[config.mk]
export PLATFORM = sky130hd
export DESIGN_NAME = captura_lectura
export DESIGN_NICKNAME = d
export VERILOG_FILES = /design/src/rtl/captura_lectura.sv
export SDC_FILE = /design/constraint.sdc
export NUM_CORES = 1
export LEC_CHECK = 0
export BUFFER_PORTS_ARGS = -buffer_cell sky130_fd_sc_hd__buf_4
export CORE_ASPECT_RATIO = 1.75
export CORE_UTILIZATION = 52
export DETAILED_ROUTE_END_ITERATION = 8
export PLACE_DENSITY = 0.76
export SETUP_SLACK_MARGIN = 0.15
export SLEW_MARGIN = 20
export SYNTH_ARGS = -nofsm -noshare
export SYNTH_HDL_FRONTEND = slang
export SYNTH_SLANG_ARGS = --single-unit
export TNS_END_PERCENT = 5
[constraint.sdc]
create_clock -name clk -period 3 [get_ports clk]
set_clock_uncertainty 0.1 [all_clocks]
set_input_delay 0.6 -clock clk [delete_from_list [all_inputs] [get_ports clk]]
set_output_delay 0.6 -clock clk [all_outputs]
set_load 0.005 [all_outputs]
[src/rtl/captura_lectura.sv]
// captura_lectura: captures RTC registers from a multiplexed address/data bus.
// Each transaction runs: address phase (ad_n=0), then a read strobe (rd_n=0),
// and stores the byte into one of nine registers.
// Frame completion, address errors and timeouts are reported on the status outputs.
module captura_lectura #(
  parameter int TIMEOUT = 31
) (
  input  logic       clk,
  input  logic       reset,
  input  logic       en,
  input  logic       cs_n,
  input  logic       ad_n,
  input  logic       rd_n,
  input  logic [7:0] dato_bus,
  output logic [7:0] seg,
  output logic [7:0] min,
  output logic [7:0] hora,
  output logic [7:0] dia,
  output logic [7:0] mes,
  output logic [7:0] anio,
  output logic [7:0] t_seg,
  output logic [7:0] t_min,
  output logic [7:0] t_hora,
  output logic       byte_ok,
  output logic       trama_lista,
  output logic       error_dir
);

  typedef enum logic [2:0] {
    IDLE    = 3'd0,
    DIR     = 3'd1,
    ESPERA  = 3'd2,
    LEE     = 3'd3,
    ESCRIBE = 3'd4,
    FIN     = 3'd5
  } state_t;

  // Last counter value at which the byte may still complete without timing out.
  localparam logic [4:0] TMO_LAST = 5'(TIMEOUT - 1);

  state_t     state;
  state_t     nxt;

  logic [7:0] dir;
  logic [7:0] dato;
  logic [4:0] cnt;
  logic [8:0] mask;
  logic [8:0] sel;
  logic [7:0] regs [9];

  logic       dir_ok;
  logic       tmo;
  logic       frame_done;
  logic       ld_dir;
  logic       ld_dato;
  logic       cnt_clr;
  logic       cnt_inc;
  logic       wr_en;
  logic       set_err;
  logic       clr_err;

  // Address decode: one-hot register select, all zeros for unmapped addresses.
  always_comb begin
    sel = '0;
    case (dir)
      8'h21:   sel = 9'b0_0000_0001;
      8'h22:   sel = 9'b0_0000_0010;
      8'h23:   sel = 9'b0_0000_0100;
      8'h24:   sel = 9'b0_0000_1000;
      8'h25:   sel = 9'b0_0001_0000;
      8'h26:   sel = 9'b0_0010_0000;
      8'h41:   sel = 9'b0_0100_0000;
      8'h42:   sel = 9'b0_1000_0000;
      8'h43:   sel = 9'b1_0000_0000;
      default: sel = '0;
    endcase
  end

  assign dir_ok     = |sel;
  assign tmo        = (cnt >= TMO_LAST);
  assign frame_done = (mask == '1) && !en;

  // State register.
  always_ff @(posedge clk or negedge reset) begin
    if (!reset) state <= IDLE;
    else        state <= nxt;
  end

  // Next-state and datapath control.
  always_comb begin
    nxt     = state;
    ld_dir  = 1'b0;
    ld_dato = 1'b0;
    cnt_clr = 1'b0;
    cnt_inc = 1'b0;
    wr_en   = 1'b0;
    set_err = 1'b0;
    clr_err = 1'b0;
    if (en) begin
      nxt = IDLE;
    end else begin
      case (state)
        IDLE: begin
          if (!cs_n && !ad_n) begin
            nxt     = DIR;
            ld_dir  = 1'b1;
            clr_err = 1'b1;
          end
        end
        DIR: begin
          if (cs_n) begin
            nxt = IDLE;
          end else if (ad_n) begin
            nxt     = ESPERA;
            cnt_clr = 1'b1;
          end else begin
            ld_dir = 1'b1;
          end
        end
        ESPERA: begin
          // A move to LEE on the last permitted cycle could never finish in time.
          if (cs_n) begin
            nxt = IDLE;
          end else if (tmo) begin
            nxt     = FIN;
            set_err = 1'b1;
          end else if (!rd_n) begin
            nxt     = LEE;
            ld_dato = 1'b1;
            cnt_inc = 1'b1;
          end else begin
            cnt_inc = 1'b1;
          end
        end
        LEE: begin
          // Completing the read takes priority over the timeout on the same cycle.
          if (cs_n) begin
            nxt = IDLE;
          end else if (rd_n) begin
            nxt = ESCRIBE;
          end else if (tmo) begin
            nxt     = FIN;
            set_err = 1'b1;
          end else begin
            ld_dato = 1'b1;
            cnt_inc = 1'b1;
          end
        end
        ESCRIBE: begin
          nxt = FIN;
          if (dir_ok) wr_en   = 1'b1;
          else        set_err = 1'b1;
        end
        FIN: begin
          if (cs_n) nxt = IDLE;
        end
        default: nxt = IDLE;
      endcase
    end
  end

  // Address/data capture and timeout counter.
  always_ff @(posedge clk or negedge reset) begin
    if (!reset) begin
      dir  <= '0;
      dato <= '0;
      cnt  <= '0;
    end else begin
      if (ld_dir)  dir  <= dato_bus;
      if (ld_dato) dato <= dato_bus;
      if (cnt_clr)      cnt <= '0;
      else if (cnt_inc) cnt <= cnt + 5'd1;
    end
  end

  // Register file write, byte/frame pulses and capture mask.
  always_ff @(posedge clk or negedge reset) begin
    if (!reset) begin
      for (int unsigned i = 0; i < 9; i++) regs[i] <= '0;
      mask        <= '0;
      byte_ok     <= 1'b0;
      trama_lista <= 1'b0;
    end else begin
      byte_ok     <= 1'b0;
      trama_lista <= 1'b0;
      if (wr_en) begin
        for (int unsigned i = 0; i < 9; i++) begin
          if (sel[i]) regs[i] <= dato;
        end
        byte_ok <= 1'b1;
        mask    <= mask | sel;
      end else if (frame_done) begin
        trama_lista <= 1'b1;
        mask        <= '0;
      end
    end
  end

  // Sticky error flag, cleared when the next transaction starts.
  always_ff @(posedge clk or negedge reset) begin
    if (!reset)       error_dir <= 1'b0;
    else if (clr_err) error_dir <= 1'b0;
    else if (set_err) error_dir <= 1'b1;
  end

  assign seg    = regs[0];
  assign min    = regs[1];
  assign hora   = regs[2];
  assign dia    = regs[3];
  assign mes    = regs[4];
  assign anio   = regs[5];
  assign t_seg  = regs[6];
  assign t_min  = regs[7];
  assign t_hora = regs[8];

endmodule

==> impl_metrics.py, run 1 <==
metrics = {
    "status": {
        "outcome": "completed",
    },
    "job": {
        "cap_violations": 0,
    },
    "worst_setup_path": {
        "cp-start-kind": "register",
        "critPathCaptureType": "register",
        "crit_arrival_ns": 2.48,
        "path_class": "register to register",
        "cp.required_ns": 3.13,
        "crit_start": "state[0]",
        "crit_fanout": 11,
        "r2r-start": "state[0]",
    },
    "cts": {
        "clk_pin_slew_ns": 0.07,
        "root_buffer": "clkbuf_16",
        "postCtsHoldBufs": 0,
        "clkLatencyLatePin_ns": 0.34,
        "numCtsBuffers": 9,
        "cts-resized-gates": 0,
        "cts_setup_buffers": 0,
        "clkSinkCount": 108,
        "htreeDepth": 3,
        "cts_tree": "built",
        "clockBufferDepth": 2,
    },
    "synthesis": {
        "postSynthAreaPerCell_sq_um": 14.2,
        "synthesis.nets": 334,
        "synthFlopType": "dfrtp_1",
        "synth.yosys.seq_area_share_pct": 59.9,
        "synth_edf_count": 0,
        "async_reset_ff_share_pct": 100,
        "syn_inst": 318,
        "synth_warnings": 0,
        "synth_seq_cells": 108,
        "ys_types": 49,
        "synth_area_sq_um": 4510,
    },
    "global_routing": {
        "antenna_found_initial": 0,
        "grt_start_max_net_pins": 41,
        "grt_pass1_wl_um": 15900,
        "grt_pass1_vias": 2966,
        "grt-ovfl-total": 0,
        "grt.total_usage_pct": 23.8,
    },
    "placed_design": {
        "placed_cell_area_sq_um": 5310,
        "gp_congestion": 0.783,
        "hpwl_um": 7110,
        "pre_cts_slack_ns": 0.429,
        "place.port_buffers": 88,
    },
    "timing": {
        "relSlewSlack_pct": 63.6,
        "fmax_mhz": 425,
        "setup_ws_ns": 0.649,
        "rsz0062_at_grt": "no",
        "finalSetupViolCount": 0,
        "finalSetupTns_ns": 0,
        "final_max_slew_viol_count": 0,
        "timing.final.crit_share_pct": 78.4,
        "worst_pin_slew_ns": 0.542,
        "period_minus_slack_ns": 2.35,
        "finalHoldViolCount": 0,
    },
    "floorplanning": {
        "rows": 44,
        "die_w_um": 72.4,
        "start_util_pct": 53.9,
        "ios": 89,
        "die-area_sq_um": 9070,
        "die_h_um": 125,
        "core-area_sq_um": 8370,
    },
    "detailed_routing": {
        "vias_per_cell": 5.45,
        "vias": 2879,
        "top_layer_used": "met4",
        "wl_um": 9990,
        "routed-wl-met2_um": 5510,
        "dr_wl_met3_um": 329,
        "drc": 0,
        "drtIter0Drc": 182,
        "met1_length_um": 3950,
        "post_drt_wl_per_cell_um": 18.9,
        "antenna_left": 0,
        "drt_first_pass_iters": 4,
    },
    "cells_and_area": {
        "synthToLayoutAreaGrowth_pct": 23.7,
        "final_nets": 425,
        "layout.cells.most_common": "dfrtp_1",
        "stdcell_area_sq_um": 5580,
        "final_cell_mix": "dfrtp_1, buf_4, mux2_2, inv_1, nor2_1",
        "diodes": 0,
        "fin_util_pct": 66.7,
        "drive_gt1_share_pct": 49.2,
    },
    "worst_hold_path": {
        "hold_class": "input pin to asynchronous set/reset pin",
    },
    "pwr": {
        "ir_drop_mv": 0.381,
        "power_density_nw_per_um2": 578,
        "leakage_nw": 2.93,
    },
}
-- synthesized netlist by cell type, drive strengths merged, types with 3 or more instances --
| master | n | area [sq um] |
|---|---|---|
| nor3 | 3 | 26.3 |
| xnor2 | 3 | 26.3 |
| mux2i | 4 | 40.0 |
| clkbuf | 3 | 11.3 |
| nand4 | 4 | 37.5 |
| and3 | 3 | 18.8 |
| a22oi | 8 | 60.1 |
| nor4b | 4 | 56.3 |
| nor2 | 13 | 53.8 |
| mux2 | 88 | 991 |
| nand3 | 6 | 50.1 |
| nor2b | 3 | 18.8 |
| nand2 | 9 | 33.8 |
| nor4 | 3 | 18.8 |
| dfrtp | 108 | 2700 |
| buf | 13 | 55.1 |
| inv | 12 | 45.0 |
-- final cells by class --
class | count | area, sq um
Clock buffer | 14 | 264
Clock inverter | 1 | 7.51
Fill cell | 644 | 2790
Inverter | 12 | 45.0
Multi-Input combinational cell | 182 | 1700
Sequential cell | 108 | 2700
Tap cell | 115 | 144
Timing Repair Buffer | 96 | 721
-- power by group --
group	switching, mW	internal (mW)
clock	0.487	0.605
combinational	0.167	0.188
sequential	0.227	1.55
total	0.881	2.34
-- metal layers --
layer / vias to the layer above / track usage, %
li1: 1317 / -
met1: 1493 / 29.4
met5: - / 0
met3: 11 / 4.03
met2: 58 / 40.5
met4: 0 / 9.92
-- sequential cells by signal, indices dropped and copies added (netlist names) --
name	cells
mask	9
anio	8
dato	8
dia	8
dir	8
hora	8
mes	8
min	8
seg	8
t_hora	8
t_min	8
t_seg	8
cnt	5
state	3
byte_ok	1
error_dir	1
trama_lista	1
-- critical path, stage by stage, from the launching register on --
cell     delay [ns]
dfrtp_1        0.50
or4b_1         0.64
nor2_1         0.22
nand4_2        0.37
mux2_2         0.41
-- final timing paths --
kind,endpoint,slack [ns],cells after the start
hold / removal,dato[5],0.12,1
min in group clk,state[2],0.39,2
max in group asynchronous,min[3],1.94,2
setup / recovery,min[3],0.65,4
setup reg to reg,min[3],0.65,4
hold reg to reg,dia[4],0.40,1
-- cells by family (layout without fill, tap and decap cells) --
group,count (synthesis),count (layout),share of synthesized area [%]
flops,108,108,59.9
mux,92,92,22.8
simple gates,61,61,9.43
buf+inv,28,123,2.47
compound gates,24,24,4.24
xor+xnor,3,3,0.582
fa+ha+maj,2,2,0.554
-- stage by stage --
| stage | hold WS (ns) | std cells | total power, mW |
|---|---|---|---|
| after floorplan | 0.204 | 318 | 1.99 |
| after global placement | 0.380 | 513 | 2.15 |
| after detailed placement | 0.387 | 513 | 2.16 |
| after CTS | 0.135 | 528 | 3.24 |
| after global routing | 0.160 | 528 | 3.35 |
| final | 0.116 | 528 | 3.22 |
(Power assumes the default switching activity.)
==> inputs of run 2 (changes only) <==
==> constraint.sdc (replaced) <==
create_clock -name clk -period 2.3 [get_ports clk]
set_clock_uncertainty 0.1 [all_clocks]
set_input_delay 0.46 -clock clk [delete_from_list [all_inputs] [get_ports clk]]
set_output_delay 0.46 -clock clk [all_outputs]
set_load 0.005 [all_outputs]
==> run 2 against run 1 <==
Count of clock-buffer cells in the layout stayed put. Combinational power grew 48%. Sequential power increased by 28%. Final area up 2.7%. Global-route usage grew 0.14 points. Largest power group unchanged. Via count rose by 4.2%. Wire length grew 0.57%. Setup slack got worse by 0.53 ns. Total power is 30% higher.
==> impl_metrics.py, run 2 (synthesis results as in run 1) <==
metrics = {
    "worst_setup_path": {
        "crit_chain": "or4b_1, nor3_4, nand3_2, mux2_2",
        "cp_num_cells": 4,
        "path_buf_inv": 0,
        "worstSetupEndpoint": "t_hora[0]",
        "path_class": "register to register",
        "worstRegToRegCells": 4,
        "crit_fanout": 9,
        "r2r_setup_slack_ns": 0.12,
        "cp.required_ns": 2.42,
        "r2r-end": "t_hora[0]",
        "crit_arrival_ns": 2.30,
        "crit_start": "state[0]",
        "r2r-start": "state[0]",
        "critPathCaptureType": "register",
        "crit_slowest_cell": "or4b_1",
        "cp-start-kind": "register",
        "max_stage_delay_ns": 0.61,
        "critical_path.top_delay_family": "simple AND/OR/NAND/NOR gates",
    },
    "floorplanning": {
        "rows": 44,
        "start_util_pct": 53.9,
        "die_h_um": 125,
        "die-area_sq_um": 9070,
        "core-area_sq_um": 8370,
        "die_w_um": 72.4,
        "ios": 89,
    },
    "cts": {
        "root_buffer": "clkbuf_16",
        "clk_pin_slew_ns": 0.07,
        "clkLatencyLatePin_ns": 0.34,
        "clkSinkCount": 108,
        "clockBufferDepth": 2,
        "numCtsBuffers": 9,
        "htreeDepth": 3,
        "cts_tree": "built",
    },
    "pwr": {
        "power_density_nw_per_um2": 731,
        "leakage_nw": 3.02,
        "ir_drop_mv": 0.491,
    },
    "cells_and_area": {
        "final_nets": 439,
        "layout.cells.most_common": "dfrtp_1",
        "diodes": 0,
        "drive_gt1_share_pct": 50.5,
        "synthToLayoutAreaGrowth_pct": 27.0,
        "largest_register": "mask",
        "final_cell_mix": "dfrtp_1, buf_4, mux2_2, inv_1, nor2_1",
        "largest_register_ffs": 9,
    },
    "detailed_routing": {
        "routed-wl-met2_um": 5440,
        "vias": 3001,
        "antenna_left": 0,
        "met1_length_um": 3820,
        "drc": 0,
        "top_layer_used": "met4",
        "drtIter0Drc": 215,
        "drt_first_pass_iters": 4,
        "vias_per_cell": 5.53,
        "post_drt_wl_per_cell_um": 18.5,
        "dr_wl_met3_um": 399,
        "wl_um": 10000,
    },
    "placed_design": {
        "hpwl_um": 7140,
        "place.port_buffers": 88,
        "pre_cts_slack_ns": -0.0212,
        "gp_congestion": 0.828,
    },
    "global_routing": {
        "grt_pass1_wl_um": 16100,
        "grt.total_usage_pct": 23.9,
        "grt_start_max_net_pins": 54,
        "grt_pass1_vias": 3048,
        "antenna_found_initial": 0,
        "grt-ovfl-total": 0,
    },
    "timing": {
        "finalSetupViolCount": 0,
        "worst_pin_slew_ns": 0.523,
        "finalSetupTns_ns": 0,
        "timing.final.crit_share_pct": 94.7,
        "period_minus_slack_ns": 2.18,
        "finalHoldViolCount": 0,
        "whs_ns": 0.268,
        "relSlewSlack_pct": 64.8,
        "setup_ws_ns": 0.122,
        "final_max_slew_viol_count": 0,
        "rsz0062_at_grt": "yes",
        "fmax_mhz": 459,
    },
    "status": {
        "outcome": "completed",
    },
    "job": {
        "cap_violations": 0,
    },
    "worst_hold_path": {
        "hold_class": "input pin to register",
    },
}
==> run 2: changes by cell type in the layout (fill, tap and decap cells not counted) <==
cell           previous run  this run
buf_12                    0         4
buf_4                    96       105
clkbuf_1                  3         4
clkbuf_8                  2         1
clkinv_2                  0         2
clkinvlp_4                1         0
dlygate4sd3_1             0         1
==> run 2: how the worst min path moves through the flow <==
stage / start / to / depth (start not counted)
2_1_floorplan: reset / anio[0] / 0
3_3_place_gp: reset / min[5] / 1
3_5_place_dp: reset / min[4] / 1
4_1_cts: dato_bus[4] / dir[4] / 2
5_1_grt: dato_bus[6] / dir[6] / 2
6_report: dato_bus[4] / dir[4] / 2
==> run 2: area by class of cell <==
cell class	instances	area [sq um]
Fill cell	646	2640
Inverter	12	45.0
Clock inverter	2	10.0
Multi-Input combinational cell	182	1700
Sequential cell	108	2700
Clock buffer	14	254
Timing Repair Buffer	110	878
Tap cell	115	144
==> run 2: timing repair <==
item                                    in CTS  in global routing
hold buffers                                 1                  0
hold endpoints to repair                    19                  0
gates resized for setup                      0                  0
buffers inserted                             0                  0
cloned                                       0                  0
endpoints found under the setup margin       7                 34
==> run 2: stage by stage <==
stage	instances	utilization, %	total power, mW	cell area, sq um
after global routing	543	68.5	4.37	5730
after floorplan	318	-	2.60	4510
after global placement	526	65.2	2.81	5460
after detailed placement	526	65.2	2.84	5460
after CTS	543	68.5	4.24	5730
final	543	68.5	4.19	5730
==> run 2: where the power goes <==
group / internal [mW] / switching, mW / leakage, nW
Clock: 0.762 / 0.622 / 0.131
Combinational: 0.271 / 0.254 / 1.41
Sequential: 2.02 / 0.255 / 1.47
Total: 3.06 / 1.13 / 3.02
==> run 2: per-layer routing <==
metal  global-route usage, %  vias to the layer above
li1                        -                     1359
met1                    28.7                     1536
met2                    40.6                       79
met4                    11.5                        0
met3                    4.43                       27
met5                       0                        -
==> inputs of run 3 (changes only) <==
--- a/config.mk
+++ b/config.mk
@@ -6,10 +6,12 @@
 export NUM_CORES = 1
 export LEC_CHECK = 0
 export BUFFER_PORTS_ARGS = -buffer_cell sky130_fd_sc_hd__buf_4
+export CELL_PAD_IN_SITES_DETAIL_PLACEMENT = 2
+export CELL_PAD_IN_SITES_GLOBAL_PLACEMENT = 2
 export CORE_ASPECT_RATIO = 1.75
-export CORE_UTILIZATION = 52
+export CORE_UTILIZATION = 37
 export DETAILED_ROUTE_END_ITERATION = 8
-export PLACE_DENSITY = 0.76
+export PLACE_DENSITY_LB_ADDON = 0.1
 export SETUP_SLACK_MARGIN = 0.15
 export SLEW_MARGIN = 20
 export SYNTH_ARGS = -nofsm -noshare
==> run 3 against run 2 <==
The run now ends with hold timing left. Global-route usage fell by 1.6 points. Cell count rose by 5.7%. Core utilization fell by 19 points. Total power rose by 11%. Register-to-register slack improved by 0.03 ns. Wire length rose by 32%. Final area rose by 3.3%. Sequential power barely moved. First-iteration DRC count fell by 48%. Critical path type unchanged. Largest cell class unchanged.
==> impl_metrics.py, run 3 (synthesis results as in run 1) <==
metrics = {
    "status": {
        "outcome": "finished, violations left",
        "violations": "hold timing",
    },
    "pwr": {
        "ir_drop_mv": 0.428,
        "leakage_nw": 3.10,
        "power_density_nw_per_um2": 784,
    },
    "placed_design": {
        "hpwl_um": 9430,
        "gp_congestion": 0.772,
        "place.port_buffers": 88,
    },
    "timing": {
        "period_minus_slack_ns": 2.14,
        "worst_pin_slew_ns": 0.584,
        "timing.final.crit_share_pct": 93.2,
        "finalSetupViolCount": 0,
        "finalHoldViolCount": 2,
        "final_max_slew_viol_count": 0,
        "fmax_mhz": 466,
        "rsz0062_at_grt": "yes",
        "whs_ns": -0.00219,
        "relSlewSlack_pct": 61.1,
        "finalSetupTns_ns": 0,
    },
    "worst_setup_path": {
        "max_stage_delay_ns": 0.54,
        "crit_slowest_cell": "or4b_4",
        "cp.required_ns": 2.43,
        "critPathCaptureType": "register",
        "cpMostUsedCell": "buf_4",
        "crit_fanout": 6,
        "crit_chain": "or4b_4, nor3_4, buf_4, nand3_2, buf_4, mux2_2",
        "path_class": "register to register",
        "crit_arrival_ns": 2.27,
        "cp-start-kind": "register",
    },
    "detailed_routing": {
        "antenna_left": 0,
        "drc": 0,
        "drt_first_pass_iters": 4,
        "post_drt_wl_per_cell_um": 23.1,
        "vias": 3063,
        "drtIter0Drc": 111,
        "vias_per_cell": 5.34,
        "wl_um": 13200,
    },
    "cells_and_area": {
        "regArea_sq_um": 2710,
        "final_cell_mix": "buf_4, dfrtp_1, mux2_2, inv_1, nor2_1",
        "layout.cells.most_common": "buf_4",
        "synthToLayoutAreaGrowth_pct": 31.2,
        "drive_gt1_share_pct": 53.8,
        "final_nets": 448,
        "largest_register": "mask",
        "diodes": 0,
        "multi_input_area_sq_um": 1730,
        "fillers": 1168,
        "largest_register_ffs": 9,
        "fin_util_pct": 49.6,
    },
    "floorplanning": {
        "die_w_um": 85.5,
        "die_h_um": 148,
        "core-area_sq_um": 11900,
        "die-area_sq_um": 12700,
        "rows": 53,
        "ios": 89,
        "start_util_pct": 37.8,
    },
    "cts": {
        "clockBufferDepth": 2,
        "clk_pin_slew_ns": 0.07,
        "clkLatencyLatePin_ns": 0.35,
        "root_buffer": "clkbuf_16",
        "htreeDepth": 3,
        "cts_tree": "built",
        "postCtsHoldBufs": 0,
        "numCtsBuffers": 9,
        "clkSinkCount": 108,
    },
    "job": {
        "cap_violations": 0,
    },
    "global_routing": {
        "antenna_found_initial": 0,
        "grt_pass1_vias": 3573,
        "grt-ovfl-total": 0,
        "grt_start_max_net_pins": 44,
        "grt_pass1_wl_um": 20700,
        "grt.total_usage_pct": 22.3,
    },
    "worst_hold_path": {
        "hold_class": "input pin to asynchronous set/reset pin",
    },
}
run 3: cell count changes in the layout (fill, tap and decap cells not counted), moves of 2 or more:
cell | before | now
bufinv_16 | 0 | 2
dfrtp_2 | 0 | 4
dfrtp_1 | 108 | 104
clkinv_2 | 2 | 0
buf_4 | 105 | 115
clkbuf_1 | 4 | 1
run 3: what timing repair did:
item | CTS | global route
gates cloned | 0 | 0
resized for setup | 0 | 9
pin swaps | 0 | 4
setup endpoints to repair | 56 | 74
setup buffers | 0 | 2
run 3: cell type report:
type / instances / share of cell area (%)
inverter: 12 / 0.761
multi-input combinational: 182 / 29.1
clock inverter: 4 / 1.35
clock buffer: 12 / 4.33
tap: 137 / 2.90
timing repair buffer: 119 / 15.8
sequential: 108 / 45.7
run 3: worst max-delay path: cells and delay by family (launching register included):
kind                   cells  cell delay, ns
flip-flops                 1            0.45
buffers and inverters      2            0.34
multiplexers               1            0.29
AND/OR/NAND/NOR            3            0.84
run 3: path summary, 6_finish.rpt:
check	slack [ns]	startpoint	end	depth (start not counted)
worst max-delay path	0.16	state[1]	t_seg[1]	6
worst min-delay path	-0.002	reset	cnt[4]	1
worst max register to register	0.16	state[1]	t_seg[1]	6
worst min register to register	0.40	dia[2]	dia[2]	1
max in group asynchronous	1.44	reset	t_hora[5]	2
min in group clk	0.26	dato_bus[1]	dato[1]	2
run 3: where the power goes:
group          switching (mW)  internal (mW)
logic                   0.298          0.294
clock network           0.714           1.03
registers               0.285           2.03
run 3: per-stage QoR:
stage                     std cells  area, sq um  power, mW  setup WS [ns]
after global routing            574         5920       4.84          0.105
after global placement          556         5530       2.86        -0.0554
after detailed placement        556         5530       2.90        -0.0799
final                           574         5920       4.64          0.156
after CTS                       572         5870       4.66         0.0397
after floorplan                 318         4510       2.60          0.105
run 3: per-layer routing:
metal | wire, um | track usage (%) | vias up
met5 | 0 | 0 | -
met4 | 266 | 7.42 | 0
met3 | 412 | 4.33 | 16
met2 | 7750 | 43.3 | 62
met1 | 4800 | 23.4 | 1624
li1 | - | - | 1361
